`config.mk`:
```
export PLATFORM = sky130hd
export DESIGN_NAME = rr_req_agent
export DESIGN_NICKNAME = d
export VERILOG_FILES = /design/src/rtl/rr_req_agent_pkg.sv /design/src/rtl/rr_req_chan.sv /design/src/rtl/rr_req_agent.sv
export SDC_FILE = /design/constraint.sdc
export NUM_CORES = 1
export LEC_CHECK = 0
export ABC_CLOCK_PERIOD_IN_PS = 2500
export CAP_MARGIN = 15
export CORE_MARGIN = 1.5
export CORE_UTILIZATION = 45
export CTS_CLUSTER_DIAMETER = 40
export CTS_CLUSTER_SIZE = 16
export DETAILED_ROUTE_END_ITERATION = 7
export PLACE_DENSITY = 0.67
export SLEW_MARGIN = 15
export SYNTH_ARGS = -nofsm -noshare
export SYNTH_HDL_FRONTEND = slang
export SYNTH_SLANG_ARGS = --single-unit
```
`constraint.sdc`:
```
create_clock -name c -period 2.5 [get_ports c]
set_input_delay 0.5 -clock c [delete_from_list [all_inputs] [get_ports c]]
set_output_delay 0.5 -clock c [all_outputs]
set_load 0.02 [all_outputs]
```
`src/rtl/rr_req_agent_pkg.sv`:
```
// rtl/rr_req_agent_pkg.sv - shared constants and types for the round-robin request agent
// Purpose: channel count, default SLICE/QW, per-channel state enum, grant helper.
// Ports: none (package).
package rr_req_agent_pkg;

  localparam int NUM_CH    = 4;
  localparam int DEF_SLICE = 2;
  localparam int DEF_QW    = 3;

  typedef enum logic [1:0] {
    EMPTY   = 2'd0,
    PENDING = 2'd1,
    SERVING = 2'd2
  } chan_state_t;

  function automatic logic is_onehot(input logic [NUM_CH-1:0] v);
    return ($countones(v) == 1);
  endfunction

endpackage

```
`src/rtl/rr_req_chan.sv`:
```
// rtl/rr_req_chan.sv - one channel: pending-job counter, slice progress, done/drop pulses
// Purpose: tracks queued jobs and partial service progress for a single channel.
// Ports:
//   c     in   clock (rising edge)
//   r     in   asynchronous active-high reset
//   job   in   one-cycle job-arrival pulse
//   grant in   this channel's grant bit, already qualified as part of a one-hot gnt
//   req   out  channel has pending jobs (registered state only)
//   done  out  one-cycle pulse per completed job
//   drop  out  one-cycle pulse per job lost on a full counter
module rr_req_chan
  import rr_req_agent_pkg::*;
#(
  parameter int SLICE = DEF_SLICE,
  parameter int QW    = DEF_QW
) (
  input  logic c,
  input  logic r,
  input  logic job,
  input  logic grant,
  output logic req,
  output logic done,
  output logic drop
);

  localparam int            PW   = (SLICE > 1) ? $clog2(SLICE) : 1;
  localparam logic [PW-1:0] LAST = PW'(SLICE - 1);
  localparam logic [QW-1:0] FULL = '1;

  logic [QW-1:0] cnt, cnt_n;
  logic [PW-1:0] prog, prog_n;
  logic          done_n, drop_n;
  logic          valid, complete;
  chan_state_t   state;

  always_ff @(posedge c or posedge r) begin
    if (r) begin
      cnt  <= '0;
      prog <= '0;
      done <= 1'b0;
      drop <= 1'b0;
    end else begin
      cnt  <= cnt_n;
      prog <= prog_n;
      done <= done_n;
      drop <= drop_n;
    end
  end

  always_comb begin
    cnt_n    = cnt;
    prog_n   = prog;
    done_n   = 1'b0;
    drop_n   = 1'b0;
    // A grant on an empty channel is a protocol error and must not move state.
    valid    = grant && (cnt != '0);
    complete = valid && (prog == LAST);

    if (valid) begin
      prog_n = complete ? '0 : prog + PW'(1);
    end

    // An arrival on a completion edge takes the slot just freed, so the
    // count is unchanged and nothing is dropped even when full.
    if (complete) begin
      done_n = 1'b1;
      if (!job) begin
        cnt_n = cnt - QW'(1);
      end
    end else if (job) begin
      if (cnt == FULL) begin
        drop_n = 1'b1;
      end else begin
        cnt_n = cnt + QW'(1);
      end
    end
  end

  always_comb begin
    state = EMPTY;
    if (prog != '0) begin
      state = SERVING;
    end else if (cnt != '0) begin
      state = PENDING;
    end
  end

  // SERVING implies cnt > 0, so "not EMPTY" is exactly cnt != 0.
  assign req = (state != EMPTY);

endmodule

```
`src/rtl/rr_req_agent.sv`:
```
// rtl/rr_req_agent.sv - four-channel request agent for a round-robin arbiter
// Purpose: validates the arbiter grant, keeps the sticky protocol error, and
//          instantiates one rr_req_chan per channel.
// Ports:
//   c       in   clock (rising edge)
//   r       in   asynchronous active-high reset
//   job_in  in   [3:0] per-channel job-arrival pulses
//   gnt     in   [3:0] arbiter grant, expected one-hot or zero
//   req     out  [3:0] per-channel request
//   done    out  [3:0] per-channel completion pulses
//   drop    out  [3:0] per-channel overflow pulses
//   err     out  sticky grant-protocol error
//   busy    out  any channel has pending jobs
module rr_req_agent
  import rr_req_agent_pkg::*;
#(
  parameter int SLICE = DEF_SLICE,
  parameter int QW    = DEF_QW
) (
  input  logic              c,
  input  logic              r,
  input  logic [NUM_CH-1:0] job_in,
  input  logic [NUM_CH-1:0] gnt,
  output logic [NUM_CH-1:0] req,
  output logic [NUM_CH-1:0] done,
  output logic [NUM_CH-1:0] drop,
  output logic              err,
  output logic              busy
);

  logic              gnt_onehot;
  logic [NUM_CH-1:0] gnt_ok;
  logic              proto_err;

  assign gnt_onehot = is_onehot(gnt);
  // Multi-bit grants are ignored entirely by every channel.
  assign gnt_ok     = gnt & {NUM_CH{gnt_onehot}};
  assign proto_err  = ((gnt != '0) && !gnt_onehot) || ((gnt & ~req) != '0);
  assign busy       = |req;

  always_ff @(posedge c or posedge r) begin
    if (r) begin
      err <= 1'b0;
    end else if (proto_err) begin
      err <= 1'b1;
    end
  end

  for (genvar i = 0; i < NUM_CH; i++) begin : g_chan
    rr_req_chan #(
      .SLICE(SLICE),
      .QW   (QW)
    ) u_chan (
      .c    (c),
      .r    (r),
      .job  (job_in[i]),
      .grant(gnt_ok[i]),
      .req  (req[i]),
      .done (done[i]),
      .drop (drop[i])
    );
  end

endmodule

```
==> reports/results.md <==
### Run status
• outcome: finished with violations
• failing checks: negative setup slack

### Worst setup path
• CP peak stage delay: 0.53 ns
• buffers plus inverters on the worst setup path: 4
• logic depth of the worst register-to-register path: 7
• critical-path cell with the highest stage delay: fa_1
• largest fanout on the critical path: 4
• category of the worst setup path capture point: flip-flop
• capture instance of the worst register-to-register path: g_chan[0].u_chan.cnt[1]$_DFFE_PP0P_
• chain of cells forming the critical path: buf_8 > inv_4 > fa_1 > inv_1 > ha_2 > ha_4 > or3b_4 > nor2_4 > nand2_2 > fa_1 > buf_6 > nor2_1 > a311oi_1 > o211ai_1
• most repeated library cell on the critical path: fa_1
• CP startpoint kind: input port
• CP arrival: 3.26 ns
• endpoint required time on the critical path: 2.65 ns
• critical path's top delay family: adder cells
• internal reg-to-reg setup slack: 0.45 ns
• Critical R2R Launch: g_chan[0].u_chan.cnt[0]$_DFFE_PP0P_
• type of the worst setup path: in -> reg

### Floorplanning
• number of placement rows: 23
• starting density of the core: 46.5%
• number of top-level design ports: 24
• placeable core region: 4000 um^2
• Die Y-Extent: 67.3 um
• die outline width: 67.3 um
• die area: 4530 um^2

### Yosys
• most area-consuming cells after synthesis: dfrtp_1 34%, inv_1 5.4%, fa_1 5.4%, buf_4 4.8%, nor2_1 3.4%
• part of the Yosys area used for sequential elements: 33.6%
• number of enable flip-flop cells after synthesis: 0
• share of synthesized flip-flops with an asynchronous set or reset: 100%
• ys flop type: dfrtp_1
• library cell with the largest summed area after synthesis: dfrtp_1
• YS warnings: 0
• number of nets in the synthesized netlist: 234
• post-synth cell types: 44
• average footprint of a synthesized cell: 8.61 um^2
• area of the mapped netlist: 1860 um^2
• share of the synthesized area in the top cell type: 33.6%
• top-count cell post-synth: inv_1
• number of instances in the synthesized netlist: 216
• Commonest cells post-synth: 27 x inv_1, 25 x dfrtp_1, 17 x nor2_1
• count of state elements after synthesis: 25

### Clock network
• level count of the clock H-tree: 1
• latest clock arrival within the worst-skew pair: 0.27 ns
• master cell of the clock root buffer: clkbuf_8
• count of clock tree sinks: 25
• clock transition at the registers of the reported paths: 0.09 ns
• total clock buffers created by CTS: 3
• CTS tree: done
• number of buffers on the longest clock path: 2

### Finish
• final layout net count: 279
• area growth from synthesis to layout: 38.9%
• final-layout fill cell count: 344
• ant diodes: 0
• fraction of final layout cells with drive strength greater than 1: 34.2%

### STA
• Max Clock Skew: 0.00615 ns
• Post-Route Setup TNS: -4.74 ns
• unrepaired setup endpoints after global routing: yes
• Slew Limit Fails: 0
• time the worst path needs with I/O delays and setup: 3.11 ns
• Final period util: 125%
• min setup slack post-route: -0.613 ns
• transition time at the pin with the least slew margin: 0.500 ns
• Max Fclk: 321 MHz
• total of endpoints with negative setup slack in the final report: 14
• Hold Fails Final Rpt: 0
• headroom to the max-slew limit: 66.5%

### Global routing
• initial antenna violation count: 0
• first-pass GRT wire length: 7.14 mm
• GRT Total Usage: 20.4%
• grt ovf: 0
• pin count of the biggest net entering global routing: 26
• number of global-route vias before repair: 1,501

### Power and ir drop
• Comb pwr share: 61.9%
• leakage power: 0.00113 uW
• switching fraction of total power: 43.2%
• Clock power frac: 10.0%
• total net switching power: 1080 uW
• PD cells: 966 nW/um^2
• Power Internal: 1420 uW
• largest vdd supply drop: 0.392 mV
• sequential power share: 28.1%

### Detailed routing
• number of routed nets with antenna violations: 0
• Initial DRC Count: 68
• via count of the routed design: 1,698
• wire length per cell after detailed routing: 14.4 um
• via/cell ratio: 5.48
• routed wire length: 4.47 mm
• DR pass1 iterations: 4
• DRC violations left: 0

### Job
• total of max-cap violations: 0

### Placement
• half-perimeter wire length of the detailed placement result: 2.96 mm
• Port-buffer cells: 23
• weighted congestion reported at the end of routability-driven placement: 0.863
• worst slack, placed: -1.52 ns

### Worst hold path
• hold endpoint: err$_DFFE_PP0P_
• Hold Crit Depth: 3
• worst min-delay path class: in -> reg
• hold path startpoint: gnt[3]

==> metrics by stage <==
stage | total power (uW) | std cells | hold WS, ns | util [%] | instance area, um^2
CTS | 2360 | 306 | 0.524 | 61.7 | 2470
detailed placement | 1990 | 295 | 0.512 | 56.8 | 2270
floorplan | 1640 | 216 | 0.480 | - | 1920
finish | 2500 | 310 | 0.531 | 64.6 | 2580
global placement | 1960 | 295 | 0.507 | 56.8 | 2270
global route | 2710 | 310 | 0.537 | 64.6 | 2580
==> registers in the layout, indices dropped and copies added (netlist names) <==
register / count
err: 1
g_chan.u_chan.drop: 4
g_chan.u_chan.done: 4
g_chan.u_chan.cnt: 12
g_chan.u_chan.prog: 4
==> cells by family after synthesis <==
group | synth area share (%)
AO/OA/AOI/OAI | 20.1
XOR/XNOR | 2.82
adder cells (fa/ha/maj) | 7.40
buffers and inverters | 13.7
flip-flops | 33.6
multiplexers | 1.08
AND/OR/NAND/NOR | 21.3
==> repair_timing <==
action                                  4_1_cts  5_1_grt
gates resized for setup                      46       24
gates cloned                                  0        0
pin swaps                                    21       14
endpoints found under the setup margin       26       20
setup buffers                                 8        6
hold buffers                                  0        0
==> placed cells by master (no fill, tap or decap), drive strengths merged, types with 4 or more instances in the layout <==
| cell | Yosys | routed |
|---|---|---|
| nand3b | 5 | 5 |
| a221oi | 5 | 5 |
| clkbuf | 10 | 4 |
| nor2 | 17 | 17 |
| dfrtp | 25 | 25 |
| and3 | 4 | 4 |
| o21ai | 10 | 10 |
| xnor2 | 4 | 4 |
| a21oi | 8 | 8 |
| clkdlybuf4s50 | 0 | 19 |
| nand3 | 8 | 8 |
| buf | 14 | 44 |
| nand4 | 6 | 6 |
| o31a | 4 | 4 |
| inv | 27 | 27 |
| nor3 | 4 | 4 |
| nand2 | 16 | 16 |
| or3 | 5 | 5 |
| fa | 5 | 5 |
==> tightest hold or removal path, cell delays in order <==
cell and delay [ns]:
buf_8 0.09, o21ai_0 0.08, o2111ai_1 0.10
==> how the worst max path moves through the flow <==
stage            from                             endpoint  slack [ns]  cells past startpoint
2_1_floorplan  gnt[3]  g_chan[0].u_chan.cnt[1]$_DFFE_PP0P_       -0.90                     15
3_3_place_gp   gnt[3]  g_chan[0].u_chan.cnt[1]$_DFFE_PP0P_       -1.45                     14
3_5_place_dp   gnt[3]  g_chan[1].u_chan.cnt[1]$_DFFE_PP0P_       -1.52                     14
4_1_cts        gnt[1]  g_chan[0].u_chan.cnt[1]$_DFFE_PP0P_       -0.62                     14
5_1_grt        gnt[1]  g_chan[0].u_chan.cnt[1]$_DFFE_PP0P_       -0.67                     14
6_report       gnt[1]  g_chan[0].u_chan.cnt[1]$_DFFE_PP0P_       -0.61                     14
==> layer usage <==
layer	wire (um)	GRT usage (%)
met2	2180	32.3
met4	50	6.12
met3	164	2.67
met1	2080	29.0
met5	0	0
==> power by group through the flow <==
stage	registers, uW	clock network [uW]	logic, uW
global placement	686	0	1280
detailed placement	687	0	1300
floorplan	677	0	966
global route	726	280	1700
CTS	686	260	1420
finish	702	250	1540
==> final cells by class <==
cell class	instances	area, um^2	share of cell area, %
multi-input combinational	140	1150	44.4
sequential	25	626	24.2
timing repair buffer	64	591	22.8
inverter	27	114	4.40
tap	50	62.6	2.42
clock buffer	4	45.0	1.74
(Power assumes the default switching activity.)
